### src/rtl/ram_simple_sp.sv
// ram_simple_sp
// Single-port synchronous RAM with registered read data and a hardware
// clear sequencer that zeroes every word after each reset.
//
// Parameters
//   DATA_WIDTH : word width in bits
//   ADDR_WIDTH : address width in bits, depth = 2**ADDR_WIDTH words
//
// Ports
//   clk       : rising-edge clock
//   rst_n     : asynchronous active-low reset
//   we        : write enable (ignored while init_busy)
//   addr      : shared read/write word address (ignored while init_busy)
//   data_in   : write data
//   data_out  : registered read data, write-first on a write cycle
//   init_busy : high while the clear sequencer is zeroing the array
//
// Build option
//   RAM_OUTREG_EN : adds a second output register, read latency becomes 2.

module ram_simple_sp #(
    parameter int DATA_WIDTH = 8,
    parameter int ADDR_WIDTH = 8
) (
    input  logic                  clk,
    input  logic                  rst_n,
    input  logic                  we,
    input  logic [ADDR_WIDTH-1:0] addr,
    input  logic [DATA_WIDTH-1:0] data_in,
    output logic [DATA_WIDTH-1:0] data_out,
    output logic                  init_busy
);

    localparam int DEPTH = 1 << ADDR_WIDTH;

    typedef enum logic {
        ST_CLEAR = 1'b0,
        ST_RUN   = 1'b1
    } state_t;

    state_t                r_state;
    logic [ADDR_WIDTH-1:0] r_ptr;
    logic                  r_init_busy;
    logic [DATA_WIDTH-1:0] r_rd_data;

    logic [DATA_WIDTH-1:0] r_mem [DEPTH];

    logic                  w_mem_we;
    logic [ADDR_WIDTH-1:0] w_mem_addr;
    logic [DATA_WIDTH-1:0] w_mem_wdata;

    // Clear sequencer: one zero write per clock, busy drops on the edge
    // that writes the last address.
    always_ff @(posedge clk or negedge rst_n) begin
        if (!rst_n) begin
            r_state     <= ST_CLEAR;
            r_ptr       <= '0;
            r_init_busy <= 1'b1;
        end else begin
            case (r_state)
                ST_CLEAR: begin
                    r_ptr <= r_ptr + 1'b1;
                    if (r_ptr == {ADDR_WIDTH{1'b1}}) begin
                        r_state     <= ST_RUN;
                        r_init_busy <= 1'b0;
                    end
                end
                ST_RUN: begin
                    r_init_busy <= 1'b0;
                end
                default: begin
                    r_state     <= ST_CLEAR;
                    r_ptr       <= '0;
                    r_init_busy <= 1'b1;
                end
            endcase
        end
    end

    // Single write port shared between the sequencer and the user.
    always_comb begin
        w_mem_we    = we;
        w_mem_addr  = addr;
        w_mem_wdata = data_in;
        if (r_init_busy) begin
            w_mem_we    = 1'b1;
            w_mem_addr  = r_ptr;
            w_mem_wdata = '0;
        end
    end

    // Array itself is never reset so it maps onto block RAM.
    always_ff @(posedge clk) begin
        if (w_mem_we) begin
            r_mem[w_mem_addr] <= w_mem_wdata;
        end
    end

    // Read register: write-first on a write cycle, held at zero while busy.
    always_ff @(posedge clk or negedge rst_n) begin
        if (!rst_n) begin
            r_rd_data <= '0;
        end else if (r_init_busy) begin
            r_rd_data <= '0;
        end else if (we) begin
            r_rd_data <= data_in;
        end else begin
            r_rd_data <= r_mem[addr];
        end
    end

`ifdef RAM_OUTREG_EN
    logic [DATA_WIDTH-1:0] r_out_pipe;

    always_ff @(posedge clk or negedge rst_n) begin
        if (!rst_n) begin
            r_out_pipe <= '0;
        end else if (r_init_busy) begin
            r_out_pipe <= '0;
        end else begin
            r_out_pipe <= r_rd_data;
        end
    end

    assign data_out = r_out_pipe;
`else
    assign data_out = r_rd_data;
`endif

    assign init_busy = r_init_busy;

endmodule

### config.mk
export PLATFORM = sky130hd
export DESIGN_NAME = ram_simple_sp
export DESIGN_NICKNAME = d
export VERILOG_FILES = /design/src/rtl/ram_simple_sp.sv
export SDC_FILE = /design/constraint.sdc
export NUM_CORES = 2
export LEC_CHECK = 0
export ABC_AREA = 1
export BUFFER_PORTS_ARGS = -buffer_cell sky130_fd_sc_hd__buf_2
export CAP_MARGIN = 0
export CORE_UTILIZATION = 30
export DETAILED_ROUTE_END_ITERATION = 10
export PLACE_DENSITY_LB_ADDON = 0.15
export SLEW_MARGIN = 30
export SYNTH_ARGS = -nofsm -noshare
export SYNTH_HDL_FRONTEND = slang
export SYNTH_SLANG_ARGS = --single-unit
### constraint.sdc
create_clock -name clk -period 10.5 [get_ports clk]
set_input_delay 1.05 -clock clk [delete_from_list [all_inputs] [get_ports clk]]
set_output_delay 1.05 -clock clk [all_outputs]
set_load 0.01 [all_outputs]
# ---- Word level (Yosys, flattened, before mapping)
# Memories as Yosys holds them, arrays and structs flattened.
# Cells that the tools add are included.
dict set report classes {
  bitwise 1
  mux 11
  n_eq_ne 2
  n_addsub 1
}
# op n
set ops {}
lappend ops {{two-way mux 8 bit} 4}
lappend ops {{adder 8 x 1 -> 8 bit, second input constant} 1}
lappend ops {{== test 8 bit, second input constant} 1}
lappend ops {{two-way mux 1 bit} 6}
lappend ops {{!= test 2 bit, second input constant} 1}
lappend ops {{case mux 1 bit (2 select lines)} 1}
lappend ops {{inverter 1 bit} 1}
dict set report totals {
  ramBits 2048
  memories 1
  word_cells 20
  reg_bits 18
  output_inout_bits 9
}
# name words word_bits read_ports rd_clocked_by_memory_dff wr line_no
set mem_list {}
lappend mem_list {r_mem 256 8 1 0 1 46} ;# logic [DATA_WIDTH-1:0] r_mem [DEPTH];

# ---- Logic depth before layout (Yosys ltp)
dict set report depth {
  ltp_word 3
  depth_mapped 17
  depth_no_buf 13
}

# ---- Least setup slack after synthesis
# Ideal clock, no wire load.
dict set report synth_path {
  path_kind {input -> register}
  startpoint {input port data_in[0]}
  endpoint {memory r_mem[0][0] (data pin)}
  arrival_ns 7.058
  n_path_buf 0
  cell_stages 2
  required_time_ns 9.091
  setup_slack_ns 2.033
  path_cell_list {inv_1 > nor2_1}
}
dict set report synth_via {
  elab_chain_cells 1
}
# element line_no
set synth_rtl {}
lappend synth_rtl {{start: declaration} 29} ;# input logic [DATA_WIDTH-1:0] data_in,
lappend synth_rtl {{two-way mux 8 bit} 85} ;# if (r_init_busy) begin
lappend synth_rtl {{via w_mem_wdata[0]} 50} ;# logic [DATA_WIDTH-1:0] w_mem_wdata;
lappend synth_rtl {{end: declaration} 46}
# The timed path passes the listed nets, and every way through them passes these cells.

# ---- Worst setup path in the final report
dict set report layout_path {
  startpoint {input port addr[0]}
  endpoint {register r_rd_data[4] (netlist: data_out[4])}
}
dict set report layout_via {
  elab_chain_cells 3
}
# element line_no
set layout_rtl {}
lappend layout_rtl {{start: declaration} 28} ;# input logic [ADDR_WIDTH-1:0] addr,
lappend layout_rtl {{memory (256 x 8 bit)} n/a}
lappend layout_rtl {{two-way mux 8 bit} 105} ;# end else if (we) begin
lappend layout_rtl {{two-way mux 8 bit} 103} ;# end else if (r_init_busy) begin
lappend layout_rtl {{end signal: assignment} 106} ;# r_rd_data <= data_in;
lappend layout_rtl {{end signal: assignment} 108} ;# r_rd_data <= r_mem[addr];
lappend layout_rtl {{end: declaration} 44} ;# logic [DATA_WIDTH-1:0] r_rd_data;
# Every way passes these cells.
# A chain may end at the register's enable or synchronous reset.

==> impl_metrics.yaml <==
global_route:
  antenna_found_initial: 16
  grt_overflow: 0
  gr-usage-all-layers: 0.182
  grt_max_degree: 184
  grt_pass1_vias: 51500
  grt_pass1_wl_mm: 381
routing:
  drtPass1Iterations: 5
  drt-wirelength-per-cell_um: 24.4
  wl_met3_mm: 12.7
  drc: 0
  highest_layer: "met5"
  met2_length_mm: 124
  num_vias: 53900
  drtIter0Drc: 4965
  drt-met1-wl_mm: 121
  via_per_inst: 4.98
  antenna_left: 0
  drt_wl_total_mm: 264
finish:
  final_cells: 10800
  fill_cells: 27500
  multi_input_area_um2: 19600
  syn_to_final_growth_pct: 12.4
  drive_gt1_frac: 0.0663
  nets: 6938
  seq_area_um2: 62000
synth:
  yosys.cell_types.count: 29
  synth_ff_type: "edfxtp_1"
  syn_area_per_cell_um2: 11.9
  synth.area.top_cells: "edfxtp_1 73%, nand3_1 12%, nand2_1 9.5%, buf_2 1.7%, nor2_1 1.2%"
  synth_most_common_cell: "nand2_1"
  synth-seq-cells: 2066
  synth_edf_count: 2048
  synth_common_cells: "2126 x nand2_1, 2048 x edfxtp_1, 2030 x nand3_1, 288 x buf_2, 278 x nor2_1"
  synth_top_area_cell: "edfxtp_1"
  syn_inst: 7064
  ys_seq_area_frac: 0.737
  synth_warnings: 0
  synth_area_um2: 84000
  async_reset_ff_frac: 0.00871
  synth_top_area_share: 0.732
  syn_nets: 7084
timing:
  min_period_ns: 4.86
  worst_slack_ns: 5.64
  tns_ns: 0
  rsz0062_at_grt: "no"
  setup_violations: 0
  slew_headroom: 0.188
  fmaxAchievable_mhz: 206
  worstMarginPinSlew_ns: 1.22
  finalCritPeriodShare: 0.463
  final_hold_viol_count: 0
  final_max_slew_viol_count: 0
  finClkSkew_ns: 0.0442
place:
  dp_hpwl_mm: 142
  place_ws_ns: 4.91
  portBuffers: 27
  gp_congestion: 0.776
  placed_cells: 10400
floorplan:
  pin_count: 28
  die_height_um: 531
  start_util: 0.303
  dieArea_um2: 282000
  core_um2: 277000
  fp.dieW_um: 531
  rows: 193
critical_path:
  cp_max_fo: 183
  max_stage_delay_ns: 0.84
  cp_common_cell: "nand3_1"
  cp_slowest_cell: "buf_4"
  critPathCaptureType: "register"
  crit_required_ns: 11.30
  startpoint_type: "input pin"
  cp_cell_sequence: "buf_8 > inv_16 > buf_4 > buf_12 > nand2_1 > nand3_1 > nand3_1 > nand3_1 > nand3_1 > nand3_1 > nand3_1 > nand2_1 > nand2_1 > nand3_1 > nand2_1 > inv_1"
  critPathKind: "in -> reg"
  cp.arrival_ns: 5.67
pwr:
  power.share.switching: 0.234
  p_switching_w: 0.00416
  p_int_w: 0.0136
  post-layout-total-power_w: 0.0177
  power.share.clock: 0.428
  power_density_nw_per_um2: 188
  ir_worst_vdd_mv: 0.174
  p_leak_nw: 32.0
  seqPwrFrac: 0.512
  p_comb_frac: 0.060
clocking:
  ctsHoldBuffers: 0
  h-tree-depth: 4
  clk_pin_slew_ns: 0.06
  cts_tree: "yes"
  clock_tree.root_cell: "clkbuf_16"
  cts-resized-gates: 0
  numCtsBuffers: 218
  clk_latency_ns: 0.87
  cts_sinks: 2066
  cts_buffer_depth: 3
  postCtsSetupBuffers: 0
worst_hold_path:
  hp-class: "in -> async"
outcome:
  status: "complete, no violations"
run:
  drv_cap: 0
## worst max-delay path, delay by kind of cell
kind | cells | cell delay [ns]
and+or+nand+nor | 11 | 1.73
buffers and inverters | 5 | 2.19
## logic make-up after synthesis
group                    after synthesis  share of synthesized area
AND/OR/NAND/NOR                     4449                      0.230
flip-flops                          2066                      0.737
buffers and inverters                525                     0.0312
AO/OA/AOI/OAI                         16                    0.00113
XOR/XNOR                               7                   0.000729
adder cells (fa/ha/maj)                1                   0.000149
## through the flow
step                hold slack [ns]  instance area (µm²)  utilization
floorplan                     0.479                84000            -
global placement              0.511                87400        0.315
detailed placement            0.508                87400        0.315
CTS                           0.130                94400        0.340
global route                  0.161                94400        0.340
finish                        0.186                94400        0.340
## flip-flops by register name (all words and copies together) (netlist names)
signal     cells
r_state        1
r_ptr          8
r_mem       2048
init_busy      1
data_out       8
## layout by cell type (no fill, tap or decap), types with 16 or more instances in the layout
| master | instances |
|---|---|
| clkbuf_16 | 221 |
| edfxtp_1 | 2048 |
| inv_1 | 30 |
| buf_2 | 22 |
| clkinv_2 | 40 |
| clkbuf_1 | 55 |
| nor2_1 | 262 |
| dfrtp_1 | 17 |
| bufinv_16 | 16 |
| buf_4 | 71 |
| nand3_1 | 2026 |
| nand2_1 | 2117 |
| clkinv_1 | 56 |
## area by class of cell
class / count / area share
Inverter: 40 / 0.00197
Multi-Input combinational cell: 4473 / 0.208
Antenna cell: 4 / 0.000106
Clock buffer: 281 / 0.0615
Sequential cell: 2066 / 0.656
Clock inverter: 126 / 0.0116
Timing Repair Buffer: 119 / 0.0120
Tap cell: 3705 / 0.0491
## final timing paths
path                           start           end  slack [ns]  cells past startpoint
setup / recovery             addr[0]   data_out[4]        5.64                     16
hold / removal                 rst_n   data_out[6]        0.19                      1
setup reg to reg           init_busy  r_mem[36][1]        5.88                      7
hold reg to reg              r_state      r_ptr[0]        0.52                      1
max in group asynchronous      rst_n   data_out[0]        9.90                      1
min in group clk             r_state      r_ptr[0]        0.52                      1
## power groups by stage
stage	Sequential, W	Clock [W]	Combinational [W]
final	0.00909	0.00760	0.00106
after global routing	0.00908	0.00804	0.00115
after CTS	0.00909	0.00775	0.00108
after detailed placement	0.00926	0	0.00108
after global placement	0.00926	0	0.00107
after floorplan	0.00930	0	0.000621
## routing by layer
metal | global-route usage | vias up
met1 | 0.259 | 27300
met5 | 0 | -
li1 | - | 24800
met4 | 0.0430 | 2
met3 | 0.0241 | 324
met2 | 0.293 | 1426
Power figures use the tool's default switching activity.
